File: config.mk
export PLATFORM = sky130hd
export DESIGN_NAME = segre_sb_drain_ctrl
export DESIGN_NICKNAME = d
export VERILOG_FILES = /design/src/rtl/segre_sb_drain_ctrl.sv
export SDC_FILE = /design/constraint.sdc
export NUM_CORES = 1
export LEC_CHECK = 0
export BUFFER_PORTS_ARGS = -buffer_cell sky130_fd_sc_hd__buf_2
export CAP_MARGIN = 20
export CORE_AREA = 2 2 68 70
export CTS_CLUSTER_SIZE = 28
export DETAILED_ROUTE_END_ITERATION = 12
export DIE_AREA = 0 0 70 72
export PLACE_DENSITY_LB_ADDON = 0.05
export SLEW_MARGIN = 15
export SYNTH_ARGS = -nofsm -noshare
export SYNTH_HDL_FRONTEND = slang
export SYNTH_SLANG_ARGS = --single-unit
File: constraint.sdc
create_clock -name clk_i -period 2.42 [get_ports clk_i]
set_clock_uncertainty 0.05 [all_clocks]
set_input_delay 0.121 -clock clk_i [delete_from_list [all_inputs] [get_ports clk_i]]
set_output_delay 0.121 -clock clk_i [all_outputs]
set_load 0.005 [all_outputs]
File: src/rtl/segre_sb_drain_ctrl.sv
// Store-buffer drain sequencer: arbitrates the single D$ port between
// pipeline loads and SB drain writes, and forces flushes on full SB / fence.
module segre_sb_drain_ctrl #(
  parameter int WORD_SIZE = 32,
  parameter int MAX_IDLE  = 8
) (
  input  logic                 clk_i,
  input  logic                 rst_i,
  input  logic                 is_load_i,
  input  logic                 is_store_i,
  input  logic                 is_alu_i,
  input  logic                 fence_i,
  input  logic [WORD_SIZE-1:0] ld_addr_i,
  input  logic                 sb_hit_i,
  input  logic                 sb_empty_i,
  input  logic                 sb_full_i,
  input  logic [WORD_SIZE-1:0] sb_head_addr_i,
  input  logic [WORD_SIZE-1:0] sb_head_data_i,
  output logic                 sb_push_o,
  output logic                 sb_pop_o,
  output logic                 dc_req_o,
  output logic                 dc_we_o,
  output logic [WORD_SIZE-1:0] dc_addr_o,
  output logic [WORD_SIZE-1:0] dc_data_o,
  input  logic                 dc_gnt_i,
  output logic                 pipe_stall_o,
  output logic                 flushing_o
);

  localparam int CNT_W = $clog2(MAX_IDLE + 1);
  localparam logic [CNT_W-1:0] CNT_MAX = CNT_W'(MAX_IDLE);

  typedef enum logic [1:0] {
    IDLE,
    DRAIN,
    FLUSH
  } state_e;

  state_e           state_q, state_d;
  logic [CNT_W-1:0] idle_cnt_q, idle_cnt_d;

  logic ld_miss;
  logic wd_fire;
  logic flush_trig;
  logic unused_alu;

  assign unused_alu = is_alu_i;
  assign ld_miss    = is_load_i & ~sb_hit_i;
  assign wd_fire    = (idle_cnt_q == CNT_MAX);
  assign flush_trig = (is_store_i & sb_full_i)
                    | (fence_i & ~sb_empty_i);

  always_ff @(posedge clk_i) begin
    if (rst_i) begin
      state_q    <= IDLE;
      idle_cnt_q <= '0;
    end else begin
      state_q    <= state_d;
      idle_cnt_q <= idle_cnt_d;
    end
  end

  always_comb begin
    state_d      = state_q;
    idle_cnt_d   = idle_cnt_q;
    sb_push_o    = 1'b0;
    sb_pop_o     = 1'b0;
    dc_req_o     = 1'b0;
    dc_we_o      = 1'b0;
    dc_addr_o    = '0;
    dc_data_o    = '0;
    pipe_stall_o = 1'b0;
    flushing_o   = 1'b0;

    unique case (state_q)
      IDLE: begin
        if (flush_trig) begin
          state_d      = FLUSH;
          pipe_stall_o = 1'b1;
        end else if (~sb_empty_i & (~ld_miss | wd_fire)) begin
          dc_req_o     = 1'b1;
          dc_we_o      = 1'b1;
          dc_addr_o    = sb_head_addr_i;
          dc_data_o    = sb_head_data_i;
          sb_pop_o     = dc_gnt_i;
          pipe_stall_o = ld_miss & wd_fire;
          if (!dc_gnt_i) state_d = DRAIN;
        end else if (ld_miss) begin
          dc_req_o     = 1'b1;
          dc_addr_o    = ld_addr_i;
          pipe_stall_o = ~dc_gnt_i;
        end
        sb_push_o = is_store_i & ~sb_full_i & ~pipe_stall_o;
      end
      DRAIN: begin
        dc_req_o     = 1'b1;
        dc_we_o      = 1'b1;
        dc_addr_o    = sb_head_addr_i;
        dc_data_o    = sb_head_data_i;
        sb_pop_o     = dc_gnt_i;
        pipe_stall_o = ld_miss | flush_trig;
        sb_push_o    = is_store_i & ~sb_full_i;
        if (dc_gnt_i) state_d = IDLE;
      end
      FLUSH: begin
        flushing_o   = 1'b1;
        pipe_stall_o = 1'b1;
        if (sb_empty_i) begin
          state_d = IDLE;
        end else begin
          dc_req_o  = 1'b1;
          dc_we_o   = 1'b1;
          dc_addr_o = sb_head_addr_i;
          dc_data_o = sb_head_data_i;
          sb_pop_o  = dc_gnt_i;
        end
      end
      default: state_d = IDLE;
    endcase

    // Watchdog counts IDLE cycles where stores sit undrained
    if (state_q != IDLE || sb_pop_o || sb_empty_i) begin
      idle_cnt_d = '0;
    end else if (!(dc_req_o & dc_we_o) && !wd_fire) begin
      idle_cnt_d = idle_cnt_q + CNT_W'(1);
    end

    if (rst_i) begin
      state_d      = IDLE;
      idle_cnt_d   = '0;
      sb_push_o    = 1'b0;
      sb_pop_o     = 1'b0;
      dc_req_o     = 1'b0;
      dc_we_o      = 1'b0;
      dc_addr_o    = '0;
      dc_data_o    = '0;
      pipe_stall_o = 1'b0;
      flushing_o   = 1'b0;
    end
  end

endmodule

# --- Word level (Yosys, flattened, before mapping) ---
# Index checks and enable logic that the tools add are counted.
word_totals:
  ff_bits: 6
  inputBits: 106
  output_inout_bits: 70
  wordCells: 78
op_classes:
  addsub: 1
  eq_ne: 7
  mux: 42
  bitwise: 17
  reduce_logical: 9
op_table:
  columns: ["operator", "count"]
  rows:
  - ["$mux W32", 9]
  - ["$pmux W32 S3", 2]
  - ["$mux W1", 20]
  - ["$pmux W1 S3", 4]
  - ["$mux W2", 5]
  - ["$and A1 B1 Y1", 8]
  - ["$ne A3 B3 Y1 const B", 2]
  - ["$not A1 Y1", 6]
  - ["$pmux W2 S3", 1]
  - ["$add A4 B1 Y4 const B", 1]
  - ["$eq A4 B4 Y1 const B", 1]
  - ["$ne A2 B2 Y1 const B", 2]
  - ["$reduce_and A4 Y1", 1]
  - ["$or A1 B1 Y1", 3]
  - ["$eq A2 B1 Y1 const B", 1]
  - ["$eq A2 B2 Y1 const B", 1]
  - ["$logic_not A1 Y1", 2]
  - ["$logic_not A2 Y1", 1]
  - ["$logic_or A1 B1 Y1", 2]
  - ["$pmux W1 S2", 1]
  - ["$reduce_bool A2 Y1", 1]
  - ["$reduce_or A2 Y1", 1]
  - ["$logic_and A1 B1 Y1", 1]

# --- Depth between registers and ports, before layout ---
logic_depth:
  depth_word: 12
  depth_mapped: 8
  ltp_nobuf: 6

# --- Worst setup path after synthesis ---
# OpenSTA, ideal clock, no wires.
synth_path:
  path_type: "register to output"
  from: "register idle_cnt_q[0]"
  to: "output port dc_addr_o[15]"
  arrival_ps: 1703
  required_ps: 2249
  slack_ps: 546
  stages_incl_launch_ff: 9
  path_buffers: 2
  cell_sequence: "dfxtp_1 inv_1 ha_1 nand3b_4 a21o_1 o41ai_2 buf_4 buf_4 a22o_1"
synth_via:
  elab_chain_cells: 7
synth_rtl:
  columns: ["element", "line", "source"]
  rows:
  - ["from (decl)", "40", "logic [CNT_W-1:0] idle_cnt_q, idle_cnt_d;"]
  - ["from (signal assigned)", "59", "idle_cnt_q <= idle_cnt_d;"]
  - ["$eq A4 B4 Y1", "49", "assign wd_fire = (idle_cnt_q == CNT_MAX);"]
  - ["$or A1 B1 Y1", "80", "end else if (~sb_empty_i & (~ld_miss | wd_fire)) begin"]
  - ["$and A1 B1 Y1", "80", null]
  - ["$mux W32", "80", null]
  - ["$mux W32", "77", "if (flush_trig) begin"]
  - ["$pmux W32 S3", "75", "unique case (state_q)"]
  - ["$mux W32", "128", "if (rst_i) begin"]
  - ["to (decl)", "23", "output logic [WORD_SIZE-1:0] dc_addr_o,"]
# Every way passes these cells.

# --- Worst setup path in the final report ---
layout_path:
  from: "register idle_cnt_q[0]"
  to: "output port dc_addr_o[24]"
# The elaborated chain is that of the path after synthesis.

==> flow_metrics.env <==
export IMPL_run_status="finished clean"
export IMPL_drv_slew=0
export IMPL_grt_max_degree=41
export IMPL_htreeDepth=1
export IMPL_cts_tree="yes"
export IMPL_clk_latency_ns=0.22
export IMPL_required_ns=2.25
export IMPL_holdCritStartpoint="rst_i"
export IMPL_async_flop_share_pct=0
export IMPL_holdPathEnd="state_q[0]"
export IMPL_die_w_um=70
export IMPL_fp_dieArea_um2=5040
export IMPL_grt_first_pass_wirelength_mm=7.91
export IMPL_grt_pass1_vias=1612
export IMPL_syn_avg_cell_area_um2=7.55
export IMPL_overflow=0
export IMPL_grt_total_usage_pct=19.5
export IMPL_ios=176
export IMPL_area_growth_pct=84.2
export IMPL_drv_cap=0
export IMPL_synth_seq_area_share_pct=10.7
export IMPL_dp_cells=364
export IMPL_seqPwrFrac_pct=19.5
export IMPL_finalSetupViolCount=0
export IMPL_antenna_found_initial=9
export IMPL_fmax_ghz=0.437
export IMPL_routed_wl_mm=5.59
export IMPL_ys_ff_latch=6
export IMPL_cp_max_fo=40
export IMPL_grt_setup_unrepaired="yes"
export IMPL_cp_startpoint="idle_cnt_q[0]"
export IMPL_cp_start_kind="flip-flop"
export IMPL_relSlewSlack_pct=70.8
export IMPL_p_int_uw=390
export IMPL_num_vias=1777
export IMPL_num_rows=24
export IMPL_yosysWarningCount=0
export IMPL_arrival_ns=2.11
export IMPL_path_cells="inv_1 -> ha_1 -> nand3b_4 -> a21o_1 -> o41ai_4 -> buf_8 -> a22o_1 -> buf_2"
export IMPL_ant_nets=0
export IMPL_netSwitchingFraction_pct=33.0
export IMPL_port_buffers=174
export IMPL_crit_buf_inv=3
export IMPL_fin_crit_ns=2.29
export IMPL_min_path_type="in2reg"
export IMPL_viasPerCell=4.78
export IMPL_clk_transition_reported_paths_ns=0.04
export IMPL_hold_viol_final=0
export IMPL_cts_made_buffers=3
export IMPL_p_sw_uw=192
export IMPL_final_instance_count_excl_fill=372
export IMPL_synthCells=149
export IMPL_core_area_um2=4260
export IMPL_power_uw=582
export IMPL_synth_cell_types=37
export IMPL_clkSinkCount=6
export IMPL_hpwl_mm=4.79
export IMPL_end_kind="output port"
export IMPL_drive_gt1_share_pct=59.0
export IMPL_period_share_pct=94.5
export IMPL_mappedNetlistArea_um2=1120
export IMPL_whs_ns=0.170
export IMPL_drc=0
export IMPL_wl_per_cell_um=15.0
export IMPL_final_nets=425
export IMPL_worstMarginPinSlew_ns=0.437
export IMPL_vdd_drop_max_v=0.000194
export IMPL_synthesis_nets=257
export IMPL_place_congestion=0.815
export IMPL_first_pass_iters=4
export IMPL_synth_edf_count=0
export IMPL_power_density_nw_per_um2=281
export IMPL_reg2reg_from="state_q[0]"
export IMPL_critPathKind="reg2out"
export IMPL_hold_depth=2
export IMPL_cts_buffer_depth=2
export IMPL_p_leak_uw=0.00124
export IMPL_combPwrFrac_pct=55.6
export IMPL_start_util_pct=26.4
export IMPL_max_stage_delay_ns=0.37
export IMPL_die_h_um=72
export IMPL_critical_path_top_delay_family="compound AO/OA/AOI/OAI gates"
export IMPL_post_cts_buffers=0
export IMPL_hold_buffers=0
export IMPL_dr_first_iter_drc_count=25
export IMPL_r2r_setup_slack_ns=0.48
export IMPL_cts_root_buffer="clkbuf_8"
export IMPL_reg2reg_to="idle_cnt_q[2]"
export IMPL_rr_worst_depth=5
export IMPL_synth_ff_type="dfxtp_1"
export IMPL_slowest_stage="o41ai_4"
export IMPL_power_share_clock_pct=24.9
==> worst reg2reg max path: stages (launching register included) <==
cell	delay, ns
dfxtp_1	0.54
nor3b_1	0.12
buf_4	0.16
or2_1	0.30
or4_1	0.52
a21oi_1	0.18
==> final cells by class <==
cell class	instances	area [µm²]
repair buffers	178	912
clock buffers	3	41.3
flip-flops and latches	6	120
well taps	52	65.1
fillers	450	2190
multi-input cells	123	902
diodes	5	12.5
inverters	5	18.8
==> cells in the mapped netlist (all sizes together) (2+ instances only) <==
cell type	n	area (µm²)
a2111oi	2	17.5
a21oi	6	30.0
a22o	32	280
and2	33	206
buf	11	88.8
clkbuf	4	15.0
dfxtp	6	120
ha	2	25.0
inv	5	18.8
nand2	4	15.0
nand2b	2	12.5
nand3	2	10.0
nand4	3	18.8
nor2	7	26.3
nor2b	3	18.8
nor3	2	10.0
o21ai	5	25.0
o31ai	4	30.0
or4	2	15.0
==> logic make-up after synthesis <==
group | after synthesis | share of synthesized area (%)
compound gates | 56 | 39.9
fa+ha+maj | 2 | 2.22
buf+inv | 20 | 10.9
flops | 6 | 10.7
simple gates | 65 | 36.3
==> timing repair <==
| action | CTS | global route |
|---|---|---|
| resized for setup | 0 | 3 |
| endpoints found under the hold margin | 0 | 0 |
| endpoints found under the setup margin | 0 | 39 |
==> per-layer routing <==
metal  wire (µm)  share of wire (%)  track usage, %
met1        1960                 35            19.9
met2        2650                 47            34.5
met3         883                 16            12.9
met4          29               0.52            2.56
met5          61                1.1               0
==> cell usage in the layout (no fill, tap or decap), drive strengths merged <==
cell type  instances
diode              5
a22oi              1
or4                2
or3                1
nor4               1
a221oi             1
nor2b              3
a31o               1
o211a              1
nor4b              1
nor3b              1
a22o              32
inv                5
and4               1
o41ai              1
dfxtp              6
ha                 2
a21o               1
o21a               1
nor2               7
and2              33
nand4              3
a21oi              6
nand2b             2
nand3b             1
a2111oi            2
nand2              4
clkbuf             3
nand3              2
o21ai              5
or2                1
buf              178
nor3               2
o31ai              4
==> how the worst max path moves through the flow <==
stage,end,slack [ns],cells past startpoint
final,dc_addr_o[24],0.13,8
after floorplan,dc_addr_o[15],0.55,8
after detailed placement,dc_addr_o[4],0.26,8
after CTS,dc_addr_o[4],0.03,8
after global placement,dc_addr_o[4],0.26,8
after global routing,dc_addr_o[21],-0.02,8
==> flip-flops by register name, summed over array words and instances, names as in the netlist <==
| signal | flops |
|---|---|
| idle_cnt_q | 4 |
| state_q | 2 |
==> stage by stage <==
stage | util, % | instance area, µm² | setup slack, ns | setup TNS, ns
after floorplan | - | 1120 | 0.546 | 0
after global placement | 47.1 | 2010 | 0.263 | 0
after detailed placement | 47.1 | 2010 | 0.265 | 0
after CTS | 48.0 | 2050 | 0.0286 | 0
after global routing | 48.5 | 2070 | -0.0158 | -0.0297
final | 48.6 | 2070 | 0.134 | 0
==> power by group through the flow <==
stage	logic [µW]	registers, µW	clock network [µW]
floorplan	161	108	0
finish	323	113	145
detailed placement	322	115	0
global placement	319	115	0
CTS	323	113	149
global route	356	114	155
(Power assumes the default switching activity.)
